[config.mk]
export PLATFORM = sky130hd
export DESIGN_NAME = hpdcache_core_rsp_fifo
export DESIGN_NICKNAME = d
export VERILOG_FILES = /design/src/rtl/hpdcache_core_rsp_fifo.sv
export SDC_FILE = /design/constraint.sdc
export NUM_CORES = 1
export LEC_CHECK = 0
export CAP_MARGIN = 30
export CORE_MARGIN = 3
export CORE_UTILIZATION = 47
export CTS_BUF_LIST = sky130_fd_sc_hd__clkbuf_8
export DETAILED_ROUTE_END_ITERATION = 16
export GPL_TIMING_DRIVEN = 1
export PLACE_DENSITY = 0.7
export SETUP_SLACK_MARGIN = 0.15
export SYNTH_ARGS = -nofsm -noshare
export SYNTH_HDL_FRONTEND = slang
export SYNTH_SLANG_ARGS = --single-unit
[constraint.sdc]
create_clock -name clk_i -period 3.21 [get_ports clk_i]
set_input_delay 0.963 -clock clk_i [delete_from_list [all_inputs] [get_ports clk_i]]
set_output_delay 0.963 -clock clk_i [all_outputs]
set_load 0.03 [all_outputs]
[src/rtl/hpdcache_core_rsp_fifo.sv]
// Purpose : response buffer from the refill handler (producer) to the core response port (consumer).
// Latency : 0 cycles through the empty-buffer bypass when FEEDTHROUGH=1, otherwise 1 cycle minimum.
// Backpr. : w_ready_o drops only when all DEPTH entries are stored; it never looks at r_ready_i.
//
// Ports:
//   clk_i, rst_i         clock, asynchronous active-high reset
//   w_i/w_ready_o/wdata_i  producer valid/ready/payload
//   r_o/r_ready_i/rdata_o  consumer valid/ready/payload
//   usage_o              registered count of stored entries (bypassed payloads excluded)
//   max_usage_o          high-water mark of usage_o      (only with HPDCACHE_CORE_RSP_FIFO_STATS_EN)
//   stall_cnt_o          saturating producer stall count (only with HPDCACHE_CORE_RSP_FIFO_STATS_EN)
//
// Optional statistics are enabled by defining HPDCACHE_CORE_RSP_FIFO_STATS_EN.
module hpdcache_core_rsp_fifo #(
  parameter int unsigned DEPTH       = 4,
  parameter int unsigned DATA_WIDTH  = 64,
  parameter bit          FEEDTHROUGH = 1'b1
) (
  input  logic                         clk_i,
  input  logic                         rst_i,

  input  logic                         w_i,
  output logic                         w_ready_o,
  input  logic [DATA_WIDTH-1:0]        wdata_i,

  output logic                         r_o,
  input  logic                         r_ready_i,
  output logic [DATA_WIDTH-1:0]        rdata_o,

  output logic [$clog2(DEPTH+1)-1:0]   usage_o
`ifdef HPDCACHE_CORE_RSP_FIFO_STATS_EN
  ,
  output logic [$clog2(DEPTH+1)-1:0]   max_usage_o,
  output logic [15:0]                  stall_cnt_o
`endif
);

  localparam int unsigned CNT_W = $clog2(DEPTH + 1);
  // A single-entry buffer still needs a 1-bit pointer; it simply never leaves 0.
  localparam int unsigned PTR_W = (DEPTH > 1) ? $clog2(DEPTH) : 1;

  localparam logic [CNT_W-1:0] FULL_CNT = CNT_W'(DEPTH);
  localparam logic [PTR_W-1:0] LAST_PTR = PTR_W'(DEPTH - 1);

  logic [DATA_WIDTH-1:0] mem [DEPTH];

  logic [PTR_W-1:0] wptr_q, wptr_d;
  logic [PTR_W-1:0] rptr_q, rptr_d;
  logic [CNT_W-1:0] count_q, count_d;

  logic empty;
  logic full;
  logic bypass;
  logic push;
  logic pop;

  assign empty = (count_q == '0);
  assign full  = (count_q == FULL_CNT);

  // Ready is a pure function of occupancy so the producer never sees a
  // combinational path from the consumer's ready.
  assign w_ready_o = !full;

  // With feedthrough, a producer valid is visible to the consumer even when
  // nothing is stored; that is also why r_o follows w_i while in reset.
  assign r_o     = !empty || (FEEDTHROUGH && w_i);
  assign rdata_o = empty ? wdata_i : mem[rptr_q];

  // Bypass only ever happens on an empty buffer, so it cannot overtake a
  // stored response. A bypassed payload touches no state at all.
  assign bypass = FEEDTHROUGH && empty && w_i && r_ready_i;

  // A push is any accepted producer beat that was not consumed by the bypass.
  // A pop only takes from storage; the bypass consumer beat is not a pop.
  assign push = w_i && w_ready_o && !bypass;
  assign pop  = r_ready_i && !empty;

  // Pointers wrap by comparison so that non power-of-two depths work.
  always_comb begin
    wptr_d  = wptr_q;
    rptr_d  = rptr_q;
    count_d = count_q;

    if (push) begin
      wptr_d = (wptr_q == LAST_PTR) ? '0 : wptr_q + PTR_W'(1);
    end

    if (pop) begin
      rptr_d = (rptr_q == LAST_PTR) ? '0 : rptr_q + PTR_W'(1);
    end

    unique case ({push, pop})
      2'b10:   count_d = count_q + CNT_W'(1);
      2'b01:   count_d = count_q - CNT_W'(1);
      default: count_d = count_q;
    endcase
  end

  always_ff @(posedge clk_i or posedge rst_i) begin
    if (rst_i) begin
      wptr_q  <= '0;
      rptr_q  <= '0;
      count_q <= '0;
    end else begin
      wptr_q  <= wptr_d;
      rptr_q  <= rptr_d;
      count_q <= count_d;
    end
  end

  // Payload storage carries no reset; entries are only ever read after
  // being written, as guarded by count_q.
  always_ff @(posedge clk_i) begin
    if (push) begin
      mem[wptr_q] <= wdata_i;
    end
  end

  assign usage_o = count_q;

`ifdef HPDCACHE_CORE_RSP_FIFO_STATS_EN
  logic [CNT_W-1:0] max_usage_q;
  logic [15:0]      stall_cnt_q;

  // High-water mark follows the registered count, so it lags count by a cycle.
  always_ff @(posedge clk_i or posedge rst_i) begin
    if (rst_i) begin
      max_usage_q <= '0;
    end else if (count_q > max_usage_q) begin
      max_usage_q <= count_q;
    end
  end

  // A stall is a cycle where the producer offers a response the buffer cannot take.
  always_ff @(posedge clk_i or posedge rst_i) begin
    if (rst_i) begin
      stall_cnt_q <= '0;
    end else if (w_i && !w_ready_o && (stall_cnt_q != 16'hFFFF)) begin
      stall_cnt_q <= stall_cnt_q + 16'd1;
    end
  end

  assign max_usage_o = max_usage_q;
  assign stall_cnt_o = stall_cnt_q;
`else
  // Statistics counters are not built in this configuration.
`endif

endmodule

## Word level (Yosys, flattened, before mapping)

Memory sizes are Yosys's and may differ from the RTL's.
Index checks and enable logic that the tools add are counted.

- Add/subtract/negate cells: 4
- Equality and inequality tests: 5
- Multiplexer cells: 6
- Reductions and logical operators: 11

Operators by type and width:

| operator | number |
|---|---|
| $mux W64 | 1 |
| $eq A2 B2 Y1 const B | 3 |
| $pmux W3 S2 | 1 |
| $logic_and A1 B1 Y1 | 5 |
| $add A2 B1 Y2 const B | 2 |
| $mux W2 | 2 |
| $add A3 B1 Y3 const B | 1 |
| $eq A3 B3 Y1 const B | 1 |
| $logic_not A1 Y1 | 3 |
| $logic_not A3 Y1 | 1 |
| $sub A3 B1 Y3 const B | 1 |
| $eq A2 B1 Y1 const B | 1 |
| $mux W1 | 2 |
| $reduce_bool A2 Y1 | 1 |
| $logic_or A1 B1 Y1 | 1 |

- Flip-flop bits (word level): 7
- Bits in writable memories: 256
- Input bits: 68
- Output and inout port bits: 69
- Logic and storage cells: 30
- Memories kept: 1

Memory list:

| memory | words | bits a word | rd ports | clocked after Yosys merged registers in | wr ports | RTL line | source |
|---|---|---|---|---|---|---|---|
| mem | 4 | 64 | 1 | 0 | 1 | 45 | `logic [DATA_WIDTH-1:0] mem [DEPTH];` |

## Longest topological paths before layout

- Depth after elaboration: 7
- Mapped depth: 9
- Depth with buffers taken out: 9

## Least setup slack after synthesis

No wires, ideal clock.

- Kind: in2reg
- From: input port r_ready_i
- To: memory mem[0][0], enable pin
- Setup time: 429 ps
- Arrival: 2818 ps
- Data required time: 2781 ps
- Path slack: -37 ps
- Stages: 3
- Buffers on the path: 0
- Path through: nor2_1 > o31a_1 > and2_1

- Cells in the longest elaborated chain, start to end: 5

Ends and longest elaborated chain:

| element | RTL line | source |
|---|---|---|
| start: declaration | 27 | `input logic r_ready_i,` |
| $logic_and A1 B1 Y1 | 71 | `assign bypass = FEEDTHROUGH && empty && w_i && r_ready_i;` |
| $logic_not A1 Y1 | 75 | `assign push = w_i && w_ready_o && !bypass;` |
| $logic_and A1 B1 Y1 | 75 |  |
| $mux W1 | 114 | `if (push) begin` |
| $mux W1 (not written as such) | 115 | `mem[wptr_q] <= wdata_i;` |
| end: declaration | 45 |  |

No other way between the ends.

## Worst setup path after layout

- From: register rptr_q[0]
- To: output port rdata_o[30]

- Cells in the longest elaborated chain, start to end: 2

Ends and longest elaborated chain:

| element | RTL line | source |
|---|---|---|
| start: declaration | 48 | `logic [PTR_W-1:0] rptr_q, rptr_d;` |
| start signal: assignment | 106 | `rptr_q <= rptr_d;` |
| $mem_v2 Z4 W64 | -- |  |
| $mux W64 | 67 | `assign rdata_o = empty ? wdata_i : mem[rptr_q];` |
| end: declaration | 28 | `output logic [DATA_WIDTH-1:0] rdata_o,` |

No other way between the ends.

==> results.md <==
### Clock tree
* **cell chosen for the clock root** sky130_fd_sc_hd__clkbuf_8
* **Num CTS Buffers** 43
* **clock tree from TritonCTS** built
* **clock sink count** 263
* **CTS max path bufs** 3
* **hold-fix buffer count after cts** 0
* **maximum level of the CTS H-tree** 2
* **clock latency reported for the late side of the worst-skew pair** 0.54 ns
* **Clock transition at path regs** 0.05 ns

### Critical path
* **launch instance of the worst register-to-register path** usage_o[2]$_DFFE_PP0P_
* **most used cell, CP** sky130_fd_sc_hd__buf_4
* **worst reg-to-reg setup slack** 1.08 ns
* **cell depth of the worst flop-to-flop path** 9
* **type of the worst setup path** flop to output port
* **required time at the worst-slack endpoint** 2.25 ns
* **Critical Path Slowest Stage Cell** sky130_fd_sc_hd__dfrtp_4
* **CP max stage delay** 0.49 ns
* **Max Fanout on Critical Path** 6
* **end of the worst register-to-register path** usage_o[2]$_DFFE_PP0P_
* **endpoint type of the worst setup path** output port
* **Worst Path Arrival** 2.27 ns
* **cell chain of the critical path** buf_4 > buf_16 > mux4_2 > mux2_2 > buf_4
* **Worst Setup Start Kind** flop

### Synth
* **largest cells by area after synthesis** sky130_fd_sc_hd__edfxtp_1 74%, sky130_fd_sc_hd__mux4_2 14%, sky130_fd_sc_hd__mux2_2 7.3%, sky130_fd_sc_hd__dfrtp_1 1.7%, sky130_fd_sc_hd__ha_1 0.72%
* **async set-reset flop share out of synthesis** 2.66%
* **library cells used by synthesis** 21
* **number of nets produced by synthesis** 522
* **number of warnings issued by yosys** 0
* **xor/xnor share of the synthesized area** 0.252%
* **mean instance size in the synthesized netlist** 23.3 um^2
* **main combinational cell family by area after synthesis** multiplexers
* **top cell type by total area after synthesis** sky130_fd_sc_hd__edfxtp_1
* **share of Yosys cell area claimed by the top area cell type** 73.7%
* **prevailing post-synth register cell** sky130_fd_sc_hd__edfxtp_1
* **flip-flop and latch count after synthesis** 263
* **adder and majority cell fraction of the synthesized area** 0.912%
* **post-synthesis cell area** 0.0104 mm^2
* **synthesized instance count** 447
* **post-synthesis sequential area ratio** 75.4%
* **Post-Synth Simple-Gate Area** 0.600%
* **count of flip-flops with a built-in enable after synthesis** 256
* **Synth Area in Compound Gates** 0.0840%
* **proportion of synthesized area in mux cells** 21.3%

### Die
* **Std-Cell Core Area** 0.0214 mm^2
* **Vert. Die Dim** 155 um
* **Die Width** 155 um
* **IO Pins** 137
* **area enclosed by the die boundary** 0.0240 mm^2
* **row count** 53
* **starting utilization of the core area** 48.7%

### Placed design
* **number of placed instances with taps included** 855
* **total cell area at the placement stage** 0.0121 mm^2
* **DP HPWL** 11400 um
* **count of buffers inserted at the top-level ports** 136
* **GP Congestion** 0.741

### Power
* **total power divided by cell area** 1030 mW/mm^2
* **worst vdd ir** 0.669 mV
* **Leak** 4.65 nW
* **total power after layout** 0.0138 W

### Global routing
* **via count of the first global-routing pass** 5480
* **number of antenna violations at the first check in global routing** 0
* **Global Route Usage Sum** 16.8%
* **overflow left after global routing** 0
* **wire length of the first global-routing pass** 31400 um
* **pin count of the biggest net entering global routing** 47

### Final layout
* **growth of design area from synthesis to finish** 28.3%
* **antenna cell count** 0
* **share of cells above drive strength 1** 42.7%
* **final design area excluding fillers** 0.0134 mm^2
* **fill cell instance count of the final layout** 1474
* **post-layout net count** 713
* **filler-free cell count of the finished design** 942

### Timing
* **final worst-path setup slack** -0.0207 ns
* **Finish-stage setup viols** 7
* **transition time at the pin with the least slew margin** 0.384 ns
* **time the final worst path needs with I/O delays and setup** 3.23 ns
* **setup repair after global routing missed its margin** yes
* **total negative slack for setup checks** -0.0985 ns
* **Slew HR** 74.4%
* **final number of hold-violating endpoints** 0
* **Max Clock Freq** 310 MHz
* **max-slew violation count** 0
* **final setup skew** 0.0290 ns
* **period utilization** 101%

### Min path
* **hold-critical path endpoint** usage_o[0]$_DFFE_PP0P_
* **worst hold path type** flop to flop
* **start point of the worst min-delay path** usage_o[0]$_DFFE_PP0P_
* **hold path cells** 1

### Detailed routing
* **Final Routed Wirelength** 20100 um
* **DRC Markers** 0
* **detail-routed via count per cell** 5.41
* **drt initial violations** 294
* **first drt pass iteration count** 4
* **wire length per cell after detailed routing** 21.3 um
* **number of antenna-violating nets in the routed design** 0
* **vias after detailed routing** 5094

### Flow run
* **Max Cap Viol** 0

### Status
* **result of the run** complete, but fails checks
* **failing checks** setup timing

[state kept, by name, indices dropped and copies added (netlist names)]
| signal | flops |
|---|---|
| mem | 256 |
| usage_o | 3 |
| wptr_q | 2 |
| rptr_q | 2 |
[through the flow]
step | worst slack (ns) | utilization, % | hold slack [ns]
2_1_floorplan | 0.561 | - | 0.534
3_3_place_gp | 0.0362 | 56.7 | 0.543
3_5_place_dp | 0.0564 | 56.7 | 0.564
4_1_cts | -0.0911 | 61.8 | 0.553
5_1_grt | -0.129 | 62.5 | 0.584
6_report | -0.0207 | 62.5 | 0.551
[routing by layer]
layer	vias to the layer above	share of wire [%]	track usage [%]
met2	175	47	25.3
met1	2621	45	24.9
met3	29	6.7	4.51
met4	0	1.6	4.21
met5	-	0	0
li1	2269	-	-
[power breakdown]
group          internal, W  total, W  switching (W)
combinational      0.00328   0.00661        0.00333
clock              0.00131   0.00250        0.00119
sequential         0.00453   0.00472       0.000198
[cells by family (layout without fill, tap and decap cells)]
kind of cell | count (synthesis) | count (layout)
DFF | 263 | 263
muxes | 133 | 133
buffers and inverters | 28 | 248
and+or+nand+nor | 12 | 12
adders and majority gates | 7 | 7
xor gates and xnor gates | 3 | 3
AOI/OAI and AO/OA | 1 | 1
[how the worst max path moves through the flow]
stage	startpoint	slack (ns)	endpoint	cells after the start
final	rptr_q[0]$_DFFE_PP0P_	-0.02	rdata_o[30]	5
after floorplan	usage_o[0]$_DFFE_PP0P_	0.56	rdata_o[14]	4
after CTS	rptr_q[0]$_DFFE_PP0P_	-0.09	rdata_o[1]	5
after global placement	w_i	0.04	r_o	3
after detailed placement	w_i	0.06	r_o	3
after global routing	rptr_q[0]$_DFFE_PP0P_	-0.13	rdata_o[58]	4
[cell usage in the layout (no fill, tap or decap), drive strengths merged]
| master | n |
|---|---|
| and2 | 4 |
| buf | 94 |
| clkbuf | 47 |
| clkdlybuf4s50 | 71 |
| clkinv | 3 |
| clkinvlp | 1 |
| dfrtp | 7 |
| dlygate4sd2 | 1 |
| edfxtp | 256 |
| fa | 1 |
| ha | 6 |
| inv | 31 |
| mux2 | 68 |
| mux2i | 1 |
| mux4 | 64 |
| nand2b | 1 |
| nand3 | 1 |
| nor2 | 4 |
| nor2b | 1 |
| nor3 | 1 |
| o31a | 1 |
| xnor2 | 1 |
| xor2 | 2 |
[worst max-delay path, delay by kind of cell (launching register included)]
kind / cells / cell delay, ns
flops: 1 / 0.49
mux: 2 / 0.77
buf+inv: 3 / 0.45
[cells in the mapped netlist, types with 2 or more instances]
cell and instances:
sky130_fd_sc_hd__edfxtp_1 256, sky130_fd_sc_hd__mux2_2 68, sky130_fd_sc_hd__mux4_2 64, sky130_fd_sc_hd__buf_2 10, sky130_fd_sc_hd__dfrtp_1 7, sky130_fd_sc_hd__inv_1 7
sky130_fd_sc_hd__ha_1 6, sky130_fd_sc_hd__buf_1 5, sky130_fd_sc_hd__buf_6 5, sky130_fd_sc_hd__and2_1 4, sky130_fd_sc_hd__nor2_1 4, sky130_fd_sc_hd__xor2_1 2
[cell type report]
class | instances | area [um^2] | area share (%)
Inverter | 7 | 26.3 | 0.196
Clock buffer | 46 | 633 | 4.73
Clock inverter | 28 | 116 | 0.870
Timing Repair Buffer | 167 | 1870 | 14.0
Multi-Input combinational cell | 156 | 2520 | 18.8
Tap cell | 275 | 344 | 2.57
Sequential cell | 263 | 7870 | 58.8
[repair_timing]
item                                    CTS  global route
cloned                                    3             1
setup buffers                             9             0
resized for setup                        52            32
endpoints found under the setup margin   65            64
(Power assumes the default switching activity.)
